**config.mk**
```make
export PLATFORM = sky130hd
export DESIGN_NAME = sata_dma_cmd_issuer
export DESIGN_NICKNAME = d
export VERILOG_FILES = /design/src/rtl/sata_cmd_pkg.sv /design/src/rtl/sata_cmd_timeout_cnt.sv /design/src/rtl/sata_dma_cmd_issuer.sv
export SDC_FILE = /design/constraint.sdc
export NUM_CORES = 1
export LEC_CHECK = 0
export CAP_MARGIN = 0
export CELL_PAD_IN_SITES_DETAIL_PLACEMENT = 0
export CELL_PAD_IN_SITES_GLOBAL_PLACEMENT = 1
export CORE_AREA = 2 2 121 152
export DETAILED_ROUTE_END_ITERATION = 10
export DIE_AREA = 0 0 123 154
export PLACE_DENSITY_LB_ADDON = 0.1
export SETUP_SLACK_MARGIN = 0.1
export SKIP_CTS_REPAIR_TIMING = 1
export SYNTH_ARGS = -nofsm -noshare
export SYNTH_HDL_FRONTEND = slang
export SYNTH_SLANG_ARGS = --single-unit
```
**constraint.sdc**
```tcl
create_clock -name clk -period 2.3 [get_ports clk]
set_clock_uncertainty 0.05 [all_clocks]
set_input_delay 0.345 -clock clk [delete_from_list [all_inputs] [get_ports clk]]
set_output_delay 0.345 -clock clk [all_outputs]
set_load 0.02 [all_outputs]
```
**src/rtl/sata_cmd_pkg.sv**
```systemverilog
// sata_cmd_pkg: shadow register map, ATA opcodes, status bits and issuer FSM encoding.
package sata_cmd_pkg;
  localparam logic [4:0] REG_FEATURES = 5'd1;
  localparam logic [4:0] REG_COUNT = 5'd2;
  localparam logic [4:0] REG_LBA_LOW = 5'd3;
  localparam logic [4:0] REG_LBA_MID = 5'd4;
  localparam logic [4:0] REG_LBA_HIGH = 5'd5;
  localparam logic [4:0] REG_DEVICE = 5'd6;
  localparam logic [4:0] REG_COMMAND = 5'd7;
  localparam logic [7:0] ATA_READ_DMA_EXT = 8'h25;
  localparam logic [7:0] ATA_WRITE_DMA_EXT = 8'h35;
  localparam logic [7:0] DEVICE_LBA = 8'h40;
  localparam int STS_ERR = 0;
  localparam int STS_DF = 5;
  localparam int STS_BSY = 7;
  localparam logic [2:0] S_IDLE = 3'd0;
  localparam logic [2:0] S_WR_REGS = 3'd1;
  localparam logic [2:0] S_WAIT_IPF = 3'd2;
  localparam logic [2:0] S_RD_STATUS = 3'd3;
  localparam logic [2:0] S_RD_WAIT = 3'd4;
  localparam logic [2:0] S_DONE = 3'd5;
  typedef struct packed {
    logic write;
    logic [47:0] lba;
    logic [15:0] count;
  } cmd_t;
  // 48-bit LBA goes out as previous/current byte pairs per shadow register
  function automatic logic [15:0] shadow_data(input logic [2:0] idx, input cmd_t c);
    case (idx)
      3'd0: return 16'h0000;
      3'd1: return c.count;
      3'd2: return {c.lba[31:24], c.lba[7:0]};
      3'd3: return {c.lba[39:32], c.lba[15:8]};
      3'd4: return {c.lba[47:40], c.lba[23:16]};
      3'd5: return {8'h00, DEVICE_LBA};
      3'd6: return {8'h00, c.write ? ATA_WRITE_DMA_EXT : ATA_READ_DMA_EXT};
      default: return 16'h0000;
    endcase
  endfunction
endpackage

```
**src/rtl/sata_cmd_timeout_cnt.sv**
```systemverilog
// sata_cmd_timeout_cnt: cycle counter that flags the last allowed cycle of a wait.
module sata_cmd_timeout_cnt #(
  parameter int TIMEOUT_CYCLES = 16777216
) (
  input  logic clk,
  input  logic reset,
  input  logic clear,
  input  logic enable,
  output logic expired
);
  localparam int W = $clog2(TIMEOUT_CYCLES + 1);
  logic [W-1:0] cnt;
  always_ff @(posedge clk)
    if (reset || clear) cnt <= '0;
    else if (enable) cnt <= cnt + 1'b1;
  assign expired = enable && (cnt == W'(TIMEOUT_CYCLES - 1));
endmodule

```
**src/rtl/sata_dma_cmd_issuer.sv**
```systemverilog
// sata_dma_cmd_issuer: issues one 48-bit DMA EXT command through the shadow registers and reports completion.
module sata_dma_cmd_issuer
  import sata_cmd_pkg::*;
#(
  parameter int TIMEOUT_CYCLES = 16777216,
  parameter int READ_LATENCY = 1
) (
  input  logic        clk,
  input  logic        reset,
  input  logic        cmd_valid,
  output logic        cmd_ready,
  input  logic        cmd_write,
  input  logic [47:0] cmd_lba,
  input  logic [15:0] cmd_count,
  input  logic        linkup,
  input  logic        ipf,
  input  logic        r_err,
  input  logic        illegal_state,
  output logic        host_write_en,
  output logic        host_read_en,
  output logic [4:0]  host_addr_reg,
  output logic [31:0] host_data_out,
  input  logic [31:0] host_data_in,
  output logic        dma_rqst,
  output logic        ce,
  output logic        done_valid,
  output logic        done_error,
  output logic        done_timeout,
  output logic [7:0]  done_status
);
  logic [2:0] state, idx;
  cmd_t cmd;
  logic [7:0] status_q;
  logic abort_q, tmo_q, abort, expired, unused_data;
  assign unused_data = ^host_data_in[31:8];
  // a link drop can only be seen as low here, since accept requires linkup high
  assign abort = (state != S_IDLE) && (state != S_DONE) && (r_err || illegal_state || !linkup);
  assign cmd_ready = (state == S_IDLE) && linkup && !reset;
  sata_cmd_timeout_cnt #(.TIMEOUT_CYCLES(TIMEOUT_CYCLES)) u_timeout (
    .clk(clk),
    .reset(reset),
    .clear(state != S_WAIT_IPF),
    .enable(state == S_WAIT_IPF),
    .expired(expired)
  );
  always_ff @(posedge clk)
    if (reset) begin
      state <= S_IDLE;
      idx <= '0;
      cmd <= '0;
      status_q <= '0;
      abort_q <= 1'b0;
      tmo_q <= 1'b0;
    end else if (abort) begin
      state <= S_DONE;
      status_q <= '0;
      abort_q <= 1'b1;
      tmo_q <= 1'b0;
    end else case (state)
      S_IDLE: if (cmd_valid && cmd_ready) begin
        cmd <= '{write: cmd_write, lba: cmd_lba, count: cmd_count};
        idx <= '0;
        status_q <= '0;
        abort_q <= 1'b0;
        tmo_q <= 1'b0;
        state <= S_WR_REGS;
      end
      S_WR_REGS: begin
        idx <= idx + 3'd1;
        if (idx == 3'd6) state <= S_WAIT_IPF;
      end
      S_WAIT_IPF: if (ipf) state <= S_RD_STATUS;
        else if (expired) begin
          tmo_q <= 1'b1;
          status_q <= '0;
          state <= S_DONE;
        end
      S_RD_STATUS: begin
        idx <= '0;
        state <= S_RD_WAIT;
      end
      S_RD_WAIT: begin
        idx <= idx + 3'd1;
        if (idx == 3'(READ_LATENCY - 1)) begin
          status_q <= host_data_in[7:0];
          state <= S_DONE;
        end
      end
      default: state <= S_IDLE;
    endcase
  assign host_write_en = state == S_WR_REGS;
  assign host_read_en = state == S_RD_STATUS;
  assign host_addr_reg = host_write_en ? REG_FEATURES + {2'b00, idx} : host_read_en ? REG_COMMAND : 5'd0;
  assign host_data_out = host_write_en ? {16'h0000, shadow_data(idx, cmd)} : 32'h0;
  assign dma_rqst = state != S_IDLE;
  assign ce = state != S_IDLE;
  assign done_valid = state == S_DONE;
  assign done_timeout = done_valid && tmo_q;
  assign done_error = done_valid && (abort_q || tmo_q || status_q[STS_ERR] || status_q[STS_DF] || status_q[STS_BSY]);
  assign done_status = done_valid ? status_q : 8'h00;
endmodule

```
* After elaboration in Yosys (flattened, before gate mapping)
Cells that the tools add are included.
** Word-level totals
- Flip-flop bits (word level) :: 106
- Input port bits :: 104
- Output and inout bits :: 53
- Memories :: 0
- Bits in read-only memories :: 0
- Logic and storage cells :: 98
- Bits in latches :: 0
- Memory bits (writable) :: 0
** Operators by class
- Multiply operators :: 0
- Equal/unequal tests :: 24
- Shifts and indexed selects :: 0
- Divide/modulo/power cells :: 0
- Bitwise logic cells :: 1
- Magnitude comparators :: 0
- Reduce and logical (&&, ||, !) cells :: 34
- Muxes and demuxes :: 26
- Add/subtract/negate cells :: 3
** Operators with widths (count)
- $pmux 16 s6 :: 1
- $mux 8 :: 5
- $add 25x1->25 const B :: 1
- $eq 25x24->1 const B :: 1
- $mux 3 :: 8
- $pmux 8 s3 :: 1
- $mux 16 :: 1
- $eq 3x3->1 const B :: 5
- $pmux 3 s5 :: 1
- $eq 3x2->1 const B :: 4
- $reduce_and 4->1 :: 3
- $ne 3x3->1 const B :: 3
- $pmux 3 s3 :: 1
- $reduce_bool 3->1 :: 3
- $logic_and 1x1->1 :: 8
- $logic_or 1x1->1 :: 7
- $eq 3x1->1 const B :: 2
- $logic_not 3->1 :: 2
- $ne 2x2->1 const B :: 3
- $ne 3x2->1 const B :: 2
- $reduce_and 3->1 :: 2
- $reduce_bool 2->1 :: 3
- $mux 1 :: 5
- $mux 5 :: 1
- other kinds (12) :: 15

* Logic depth before layout (Yosys ltp)
Gate-level depths: netlist of run 1.
- Depth in word-level cells :: 7
- Mapped depth :: 8

* Modules after synthesis
A second synthesis of run 1 with hierarchy kept.
** Second synthesis, totals
- Cells, all modules :: 635
- Area, all modules :: 5006.1 µm²
** By module, submodules not included
- sata_dma_cmd_issuer :: times used 1, area an instance 3844.9 µm², seq. area each 1621.6 µm², cells each 502
- sata_cmd_timeout_cnt :: times used 1, area an instance 1161.1 µm², seq. area each 500.5 µm², cells each 133

* Worst setup path before layout of run 1
Ideal clock, no wire load.
- Path kind :: reg2out
- Start point :: register idx[2]
- End point :: output host_data_out[10]
- Cell stages (with the launch flop) :: 8
- Arrival :: 2.084 ns
- Path slack :: -0.179 ns
- Data required time :: 1.905 ns
- Path buffers :: 3
- Path through :: dfxtp_1 clkbuf_1 inv_1 ha_1 buf_1 o41ai_2 clkbuf_1 a21oi_1
** On the way
- Cells in the longest elaborated chain, start to end :: 3
** RTL lines
- start: declaration :: line sata_dma_cmd_issuer.sv:31 : logic [2:0] state, idx;
- start signal: assignment :: line sata_dma_cmd_issuer.sv:69 : idx <= idx + 3'd1;
- start signal: assignment :: line sata_dma_cmd_issuer.sv:83 : idx <= idx + 3'd1;
- $eq 3x3->1, or another cell as far along :: line sata_cmd_pkg.sv:29 : case (idx)
- $pmux 16 s6 * :: line sata_cmd_pkg.sv:29
- $mux 16 * :: line sata_dma_cmd_issuer.sv:94 : assign host_data_out = host_write_en ? {16'h0000, shadow_data(idx, cmd)} : 32'h0;
- end: declaration :: line sata_dma_cmd_issuer.sv:22 : output logic [31:0] host_data_out,
Every way passes the cells marked *; elsewhere a longest branch is shown, timed or not.

* Worst setup path in the final report of run 1
- Start point :: register idx[1]
- End point :: output host_data_out[6]
The elaborated chain is that of the path after synthesis.

==> metrics, run 1 <==
core area 17400 um2; CTS Buf Count 9; WL final 16100 um; max_cap viols 0; hold slack final 412 ps; CTS sink cnt 106; design area 7550 um2; Filler cells 1778; Seq pwr share 42.8%; All-Layer GR Usage 16.5%; via count 5065; Post-Synth XOR/XNOR Area 1.80%; top_reg_cell synth dfxtp_1; RSZ-0062 raised after global routing yes; WL per Instance 15.7 um; main combinational cell family by area after synthesis simple AND/OR/NAND/NOR gates; register bit total from synthesis 106; routed vias/inst 4.97; area grow syn2layout 40.8%; Synth cell types 66; switching power 1.51 mW; WP data arrival 2030 ps; Cell Pwr Density 650 nW/um2; relative slew slack 50.6%; failing checks negative setup slack; CP endpoint kind primary output; Worst IR Drop VDD 0.000370 V; Internal 3.39 mW; antenna-violating nets left 0; CTS H-tree lvls 3; Iter 0 DRT Violations 320; GPL Wtd Cong 0.776; CTS tree done; post-DP HPWL 11200 um; Slew Limit Fails 0; sequential area share after synthesis 39.6%; initial antenna violation count 0; Synth Area in Adders 1.40%; initial core utilization 30.7%; fin util 43.3%; Ys Warns 0; DRC errors left 0; placed insts 997; leakage 3.22 nW; Mean Syn Cell Area 8.10 um2; FFs w/ async S/R, synth 0%; Crit Path Class reg -> out; # IOs 157; HP Class reg -> reg; PortBufs 115; Clock Path Buffers 2; Reg clk slew, reported paths 70 ps; Comb power frac 27.8%; Synth Instances 662; simple-gate share of the synthesized area 34.4%; Max Fclk 413 MHz; CTS Root Cell clkbuf_16; period utilization 105%; Rows 54; actual slew at the worst max-slew pin 742 ps; final non-filler cell total 1020; min cycle time layout 2420 ps; mux contribution to synthesized area 2.24%; CP max FO 8; Clk Latency, worst-skew pair 350 ps; worst setup margin -124 ps; worst path required time 1900 ps; Multi-input gate area 3170 um2; Worst setup SP type flip-flop; pin count of the biggest net entering global routing 79; post-synthesis compound-gate area fraction 13.9%; vias in the first global route 5025; FF+latch area 2130 um2; first-pass GRT wire length 25000 um; n_diodes 0; DIE AREA 18900 um2; Sw Ratio 30.8%; clock power share 29.4%; DRT Pass-1 Iters 5; GRT overflow 0; EDFF count, synth 0; fin nets 902; Die Span Y 154 um; status complete, but fails checks; Die Wd 123 um; Cell Area, Placed 6960 um2; Mapped Area 5360 um2; layout cells sized above 1 17.5%; endpoints failing hold 0; # setup viols final 16
-- layout make-up --
cell class / instances / share of cell area, %
Clock inverter: 4 / 0.365
Timing Repair Buffer: 167 / 21.9
Clock buffer: 11 / 3.22
Sequential cell: 106 / 28.2
Multi-Input combinational cell: 498 / 42.0
Tap cell: 224 / 3.71
Inverter: 10 / 0.564
-- cells in the mapped netlist, drive strengths merged, types with 8 or more instances --
master,number,area share [%]
nand2,167,12
dfxtp,106,40
nand3b,65,9.1
a21oi,35,3.3
clkbuf,35,2.5
buf,29,3.4
nor2,26,1.9
a22oi,23,3.2
and2,13,1.5
inv,10,0.70
o21ai,9,0.84
or4,9,1.3
mux2,8,1.7
nand2b,8,0.93
nand3,8,0.98
nand4,8,1.2
nor2b,8,0.93
o211ai,8,1.1
-- metrics by stage --
step / total power, mW / setup slack [ps] / TNS, ps
5_1_grt: 5.18 / -220 / -2280
2_1_floorplan: 2.89 / 115 / 0
6_report: 4.91 / -124 / -1270
4_1_cts: 4.95 / -654 / -10960
3_3_place_gp: 3.47 / -198 / -2090
3_5_place_dp: 3.48 / -252 / -3780
-- cells by family after synthesis --
group,Yosys count
AND/OR/NAND/NOR,345
AO/OA/AOI/OAI,108
flip-flops,106
buffers and inverters,74
XOR/XNOR,11
multiplexers,11
adder cells (fa/ha/maj),6
other,1
-- placed cells by master, fill, tap and decap left out, types with 10 or more instances in the layout --
master           netlist  layout
nand3b_1              65      65
a22oi_1               23      19
and2_1                13      12
clkbuf_16              0      10
nand2_1              166     165
a21oi_1               35      24
dlymetal6s2s_1         0      20
dfxtp_1              106     104
conb_1                 1      17
clkdlybuf4s50_1        0      78
buf_4                 18      45
nor2_1                25      24
buf_6                  0      16
-- registers in the layout (all words and copies together), names as in the netlist --
signal         cells
state              3
status_q           8
u_timeout.cnt     25
tmo_q              1
abort_q            1
idx                3
cmd               65
-- critical path, stage by stage, from the launching register on --
cell and delay [ps]:
dfxtp_4 400, inv_4 50, ha_4 160, buf_6 110
o41ai_4 330, buf_4 200, buf_12 150, buf_6 100
a31oi_4 30, buf_6 150
-- metal layers --
layer	global-route usage, %	wire length [um]
met2	27.9	7900
met1	20.7	7100
met5	0	0
met4	6.22	291
met3	2.60	760
-- path summary, 6_finish.rpt --
check / cells after the start / end / slack, ps / start
setup / recovery: 9 / host_data_out[6] / -120 / idx[1]
setup reg to reg: 5 / u_timeout.cnt[24] / 220 / u_timeout.cnt[0]
hold / removal: 2 / abort_q / 410 / abort_q
hold reg to reg: 2 / abort_q / 410 / abort_q
-- power groups by stage --
stage,Combinational (mW),Sequential [mW],Clock [mW]
after floorplan,0.780,2.11,0
after global placement,1.34,2.13,0
after detailed placement,1.35,2.13,0
after CTS,1.35,2.09,1.50
after global routing,1.48,2.12,1.58
final,1.36,2.10,1.44
No activity file was read; power rests on OpenSTA's default activity.
==> inputs of run 2 (changes only) <==
--- a/config.mk
+++ b/config.mk
@@ -5,6 +5,7 @@
 export SDC_FILE = /design/constraint.sdc
 export NUM_CORES = 1
 export LEC_CHECK = 0
+export ABC_CLOCK_PERIOD_IN_PS = 2300
 export CAP_MARGIN = 0
 export CELL_PAD_IN_SITES_DETAIL_PLACEMENT = 0
 export CELL_PAD_IN_SITES_GLOBAL_PLACEMENT = 1
==> results of run 2 <==
Final layout, timing and power as in run 1 (identical DEF).
